### config.mk
export PLATFORM = sky130hd
export DESIGN_NAME = clk_en_gen
export DESIGN_NICKNAME = d
export VERILOG_FILES = /design/src/rtl/clk_en_pkg.sv /design/src/rtl/clk_en_chan.sv /design/src/rtl/clk_en_gen.sv
export SDC_FILE = /design/constraint.sdc
export NUM_CORES = 1
export LEC_CHECK = 0
export CAP_MARGIN = 20
export CORE_ASPECT_RATIO = 1.4
export CORE_UTILIZATION = 30
export DETAILED_ROUTE_END_ITERATION = 10
export PLACE_DENSITY_LB_ADDON = 0.3
export SYNTH_ARGS = -nofsm -noshare
export SYNTH_HDL_FRONTEND = slang
export SYNTH_SLANG_ARGS = --single-unit
export TNS_END_PERCENT = 30
### constraint.sdc
create_clock -name clk_sys -period 2 [get_ports clk_sys]
set_input_delay 0.4 -clock clk_sys [delete_from_list [all_inputs] [get_ports clk_sys]]
set_output_delay 0.4 -clock clk_sys [all_outputs]
set_load 0.03 [all_outputs]
### src/rtl/clk_en_pkg.sv
// Shared constants for the clock-enable generator and its channel slices.
package clk_en_pkg;

    // Default divisor/counter width in bits.
    localparam int unsigned DIV_W_DEFAULT = 16;

    // Default divisor loaded into every channel at reset (0 = enable every cycle).
    localparam int unsigned DEFAULT_DIV_DEFAULT = 0;

    // Largest supported number of independent channels.
    localparam int unsigned MAX_CH = 16;

endpackage

### src/rtl/clk_en_chan.sv
// One clock-enable channel: divide-by-(act+1) counter with a shadowed divisor that is
// only applied when the counter wraps, so a period is never cut short or stretched.
module clk_en_chan
    import clk_en_pkg::*;
#(
    parameter int unsigned DIV_W       = DIV_W_DEFAULT,
    parameter int unsigned DEFAULT_DIV = DEFAULT_DIV_DEFAULT
) (
    input  logic             clk_sys,
    input  logic             reset,
    input  logic             en,
    input  logic             sync_restart,
    input  logic [DIV_W-1:0] div_in,
    input  logic             div_load,
    output logic             ce_out,
    output logic             sq_out,
    output logic             div_pending
);

    localparam logic [DIV_W-1:0] RstDiv = DIV_W'(DEFAULT_DIV);

    logic [DIV_W-1:0] cnt_q, cnt_d;
    logic [DIV_W-1:0] act_q, act_d;
    logic [DIV_W-1:0] shd_q, shd_d;
    logic             pend_q, pend_d;
    logic             ce_q, ce_d;
    logic             sq_q, sq_d;

    // Next-state: restart beats terminal/count; a load always lands in the shadow last,
    // so a load coinciding with a wrap queues behind the divisor being applied now.
    always_comb begin
        cnt_d  = cnt_q;
        act_d  = act_q;
        shd_d  = shd_q;
        pend_d = pend_q;
        ce_d   = 1'b0;
        sq_d   = sq_q;

        if (sync_restart) begin
            cnt_d  = '0;
            sq_d   = 1'b0;
            pend_d = 1'b0;
            if (pend_q) begin
                act_d = shd_q;
            end
        end else if (en) begin
            if (cnt_q == act_q) begin
                cnt_d = '0;
                ce_d  = 1'b1;
                sq_d  = ~sq_q;
                if (pend_q) begin
                    act_d  = shd_q;
                    pend_d = 1'b0;
                end
            end else begin
                cnt_d = cnt_q + DIV_W'(1);
            end
        end

        if (div_load) begin
            shd_d  = div_in;
            pend_d = 1'b1;
        end
    end

    // State and output registers with synchronous reset.
    always_ff @(posedge clk_sys) begin
        if (reset) begin
            cnt_q  <= '0;
            act_q  <= RstDiv;
            shd_q  <= RstDiv;
            pend_q <= 1'b0;
            ce_q   <= 1'b0;
            sq_q   <= 1'b0;
        end else begin
            cnt_q  <= cnt_d;
            act_q  <= act_d;
            shd_q  <= shd_d;
            pend_q <= pend_d;
            ce_q   <= ce_d;
            sq_q   <= sq_d;
        end
    end

    assign ce_out      = ce_q;
    assign sq_out      = sq_q;
    assign div_pending = pend_q;

endmodule

### src/rtl/clk_en_gen.sv
// Multi-channel clock-enable generator: NUM_CH independent dividers that share only
// the clock, reset and a common phase-alignment restart.
module clk_en_gen
    import clk_en_pkg::*;
#(
    parameter int unsigned NUM_CH      = 3,
    parameter int unsigned DIV_W       = DIV_W_DEFAULT,
    parameter int unsigned DEFAULT_DIV = DEFAULT_DIV_DEFAULT
) (
    input  logic                    clk_sys,
    input  logic                    reset,
    input  logic [NUM_CH-1:0]       en,
    input  logic                    sync_restart,
    input  logic [NUM_CH*DIV_W-1:0] div_in,
    input  logic [NUM_CH-1:0]       div_load,
    output logic [NUM_CH-1:0]       ce_out,
    output logic [NUM_CH-1:0]       sq_out,
    output logic [NUM_CH-1:0]       div_pending
);

    // One channel slice per enable; each takes its own DIV_W-wide divisor field.
    for (genvar g = 0; g < NUM_CH; g++) begin : g_chan
        clk_en_chan #(
            .DIV_W       (DIV_W),
            .DEFAULT_DIV (DEFAULT_DIV)
        ) u_chan (
            .clk_sys      (clk_sys),
            .reset        (reset),
            .en           (en[g]),
            .sync_restart (sync_restart),
            .div_in       (div_in[g*DIV_W +: DIV_W]),
            .div_load     (div_load[g]),
            .ce_out       (ce_out[g]),
            .sq_out       (sq_out[g]),
            .div_pending  (div_pending[g])
        );
    end

endmodule

== Word level (Yosys, flattened, before mapping) ==
Index checks and enable logic that the tools add are counted.
Storage, ports and cells
  flip-flop bits (word level): 153
  input bits: 57
  logic and storage cells: 85
Operators by class
  $add $sub $neg: 3
  eq/ne operators: 3
  multiplexer cells: 30
  bitwise operators: 6
  reduce and logical (&&, ||, !) cells: 25
Operator list (number)
  16-bit two-way mux: 15
  16-bit by 1-bit adder with 16-bit output (second input constant): 3
  16-bit == test: 3
  2-bit AND reduction: 9
  3-bit nonzero test: 6
  1-bit two-way mux: 15
  2-bit nonzero test: 6
  3-bit OR reduction: 3
  1-bit inverter: 6
  2-bit OR reduction: 1

== Longest topological paths before layout ==
  depth after elaboration: 5
  gate-level depth with buffers: 7
  depth with buffers taken out: 6

== Cells and area by module ==
A second synthesis with hierarchy kept.
Unflattened totals
  cells, all modules: 774
  area, all modules: 7304.5 um^2
By module, submodules not included
  clk_en_chan: times used 3, cells an instance 258, area each 2434.8 um^2, sequential area each 1021.0 um^2

== Least setup slack after synthesis ==
No wires, ideal clock.
  path type: input-to-reg
  start point: in en[0]
  end point: reg g_chan[0].u_chan.act_q[10]
  arrival: 1863 ps
  data required time: 1928 ps
  setup slack: 65 ps
  cell stages on the path: 6
  buffers on the path: 2
  cell sequence: clkbuf_1 nand2_1 or2_2 o31ai_4 buf_6 mux2i_1
On the way
  word-level cells in the longest chain between the ends: 2
Ends and longest elaborated chain
  from (decl): RTL line clk_en_gen.sv:12  | input logic [NUM_CH-1:0] en,
  2-bit nonzero test (no line)
  2-bit AND reduction (no line)
  to (signal assigned): RTL line clk_en_chan.sv:70  | act_q <= RstDiv;
  to (signal assigned): RTL line clk_en_chan.sv:77  | act_q <= act_d;
  to (decl): RTL line clk_en_chan.sv:23  | logic [DIV_W-1:0] act_q, act_d;
Every way passes these cells.
A chain may end at the register's enable or synchronous reset.

== Worst setup path in the final report ==
  start point: reg g_chan[0].u_chan.pend_q
  end point: out div_pending[0]
RTL lines
  from (decl): RTL line clk_en_chan.sv:25  | logic pend_q, pend_d;
  from (signal assigned): RTL line clk_en_chan.sv:79  | pend_q <= pend_d;
  to (decl): RTL line clk_en_gen.sv:18  | output logic [NUM_CH-1:0] div_pending
No word-level cell between the ends.

==> flow_metrics.tcl <==
set metrics [dict create \
    grt_first_pass_wirelength_microns 23500 \
    synth_top_family_by_area "simple AND/OR/NAND/NOR gates" \
    syn_avg_cell_area_sq_um 9.60 \
    synth_xor_xnor_area_share_pct 12.0 \
    grtUsageTotal_pct 13.1 \
    antenna_found_initial 0 \
    dpl.hpwl_microns 10000 \
    ys_async_sr_fraction_pct 0 \
    hold_ws_ns 0.255 \
    rsz0062_at_grt "false" \
    worst_pin_slew_ns 0.468 \
    cp.depth 1 \
    critPathBufInv 1 \
    core_area_sq_um 22100 \
    wirelength_microns 14200 \
    cpPeakStageDelay_ns 0.69 \
    synth_seq_area_share_pct 45.0 \
    gr-usage-met1_pct 15.8 \
    r2r_cells 6 \
    hold_start "reset" \
    grt_use_met3_pct 3.27 \
    slew_viol_final 0 \
    timing.slew.headroom_pct 68.8 \
    postLayoutCellArea_sq_um 8540 \
    initial_core_util_pct 30.8 \
    fillers 2292 \
    rows 64 \
    path_cells "clkdlybuf4s50_1" \
    critPathCaptureType "primary output" \
    synthToLayoutAreaGrowth_pct 25.3 \
    first_pass_iters 4 \
    grt.met2_usage_pct 22.0 \
    overflow 0 \
    synth.distinct_cells 33 \
    cp-startpoint "g_chan[0].u_chan.div_pending" \
    path_clk_slew_ns 0.06 \
    synth_adder_area_share_pct 0.551 \
    synth_nets 770 \
    synth-main-ff-cell "dfxtp_1" \
    crit_arrival_ns 1.50 \
    die_y_microns 180 \
    setup_violations 0 \
    numPortBuffers 65 \
    insertion_delay_ns 0.42 \
    hold_class "in -> reg" \
    synth_compound_area_share_pct 1.87 \
    gp_congestion 0.758 \
    hold_buffers 0 \
    synthSimpleGateAreaFrac_pct 22.4 \
    finClkSkew_ns 0.0103 \
    cts-htree-levels 4 \
    tritoncts "built" \
    cts_root_buf "clkbuf_16" \
    place_area_sq_um 7940 \
    start_kind "register" \
    grt_pass1_vias 4726 \
    synth-edff-count 0 \
    path_max_fanout 3 \
    seq_area_sq_um 3060 \
    grt_max_degree 144 \
    synthMuxAreaShare_pct 14.5 \
    cp_slowest_cell "clkdlybuf4s50_1" \
    maxCapViolCount 0 \
    numClockSinks 153 \
    wl_per_cell_microns 13.0 \
    vias 4713 \
    synth_seq_cells 153 \
    status "finished clean" \
    drc 0 \
    netlist_area_sq_um 6810 \
    period_share_pct 94.8 \
    r2r-start "g_chan[2].u_chan.act_q[0]" \
    nets 846 \
    worstPathRequired_ns 1.60 \
    yosysWarnings 0 \
    drive_gt1_share_pct 9.40 \
    io_pins 66 \
    min_path_cells 2 \
    p_leak_nw 3.42 \
    hold_viol 0 \
    timing.final.crit_period_ns 1.90 \
    die-area_sq_um 23300 \
    cts_made_buffers 17 \
    setup_tns_ns 0 \
    worstSetupPathType "reg -> out" \
    r2r_slack_ns 0.14 \
    die_x_microns 129 \
    critPathTopFamily "buffers and inverters" \
    drt_first_iter_violations 185 \
    diodes 0 \
    multi_input_area_sq_um 3520 \
    cellPowerDensity_nw_per_um2 835 \
    fmax_mhz 527 \
    ant_nets 0 \
    synth_cells 710 \
    peakVddDrop_mv 0.584 \
    clock_path_buffers 2 \
    busiest_layer "met2" \
    avgViaCountPerCell 4.30 \
]
cells by family after synthesis:
group / Yosys count
buf+inv: 51
simple gates: 296
compound gates: 15
flops: 153
mux: 99
fa+ha+maj: 3
xor+xnor: 93
synth_stat cells, types with 3 or more instances:
cell type,n,area [sq um]
dfxtp_1,153,3060
nor2_1,103,387
mux2i_1,99,991
nand2b_1,96,601
xor2_1,66,578
clkbuf_1,27,101
xnor2_1,27,236
nand2_1,25,93.8
nand3_1,15,75.1
nand4_1,15,93.8
nor3_1,10,50.1
buf_4,9,67.6
and3_1,8,50.1
inv_1,8,30.0
nor4_1,8,50.1
and4_1,4,35.0
a21oi_1,3,15.0
buf_2,3,15.0
buf_6,3,33.8
ha_1,3,37.5
o21ai_0,3,15.0
o21ai_1,3,15.0
o22ai_1,3,18.8
o31ai_4,3,63.8
or3_1,3,18.8
through the flow:
| stage | util (%) | power, mW | setup slack, ns | cells |
|---|---|---|---|---|
| floorplan | - | 3.79 | 0.0651 | 710 |
| global placement | 35.9 | 4.09 | -0.0968 | 1063 |
| detailed placement | 35.9 | 4.10 | -0.110 | 1063 |
| CTS | 38.5 | 7.21 | 0.00722 | 1094 |
| global route | 38.6 | 7.42 | 0.0210 | 1095 |
| finish | 38.6 | 7.13 | 0.104 | 1095 |
path summary, 6_finish.rpt:
kind,end
worst max-delay path,div_pending[0]
worst min-delay path,g_chan[1].u_chan.div_pending
worst max register to register,g_chan[2].u_chan.act_q[14]
worst min register to register,g_chan[2].u_chan.act_q[8]
flip-flops by register name (all words and copies together) (netlist names):
name                       count
g_chan.u_chan.shd_q           48
g_chan.u_chan.act_q           48
g_chan.u_chan.div_pending      3
g_chan.u_chan.ce_out           3
g_chan.u_chan.sq_out           3
g_chan.u_chan.cnt_q           48
repair_timing:
item                                    4_1_cts  5_1_grt
gates resized for setup                       0        3
endpoints found under the setup margin        0       44
setup buffers                                 0        1
worst register-to-register path, cell delays in order (launching register included):
cell and delay, ns:
dfxtp_1 0.33, xor2_1 0.18, nor4_1 0.35, nand3_1 0.22
o31ai_4 0.30, buf_12 0.21, mux2i_1 0.21
layout by cell type, fill, tap and decap left out, drive strengths merged, types with 5 or more instances in the layout:
cell / synthesis / layout
inv: 8 / 10
nand2b: 96 / 96
nor3: 10 / 10
xnor2: 27 / 27
xor2: 66 / 66
clkdlybuf4s50: 0 / 64
nand3: 16 / 16
nand4: 15 / 15
mux2i: 99 / 99
o21ai: 6 / 6
dfxtp: 153 / 153
clkinv: 0 / 5
and3: 8 / 8
clkbuf: 27 / 22
buf: 16 / 36
nor4: 10 / 10
nand2: 25 / 25
nor2: 103 / 103
metal layers:
layer,share of wire (%),wire length (microns)
met2,49,6990
met1,47,6620
met3,2.5,361
met5,0,0
met4,1.5,215
where the power goes:
part | total (mW) | switching [mW] | internal, mW | leakage [nW]
registers | 3.23 | 0.0682 | 3.16 | 1.25
clock network | 3.10 | 1.29 | 1.81 | 0.277
logic | 0.802 | 0.381 | 0.421 | 1.90
total | 7.13 | 1.74 | 5.39 | 3.42
area by class of cell:
class | instances | share of cell area, %
Timing Repair Buffer | 100 | 11.6
Clock buffer | 22 | 5.56
Sequential cell | 153 | 35.9
Multi-Input combinational cell | 506 | 41.2
Clock inverter | 9 | 1.07
Inverter | 8 | 0.352
Tap cell | 297 | 4.35
Power figures use the tool's default switching activity.
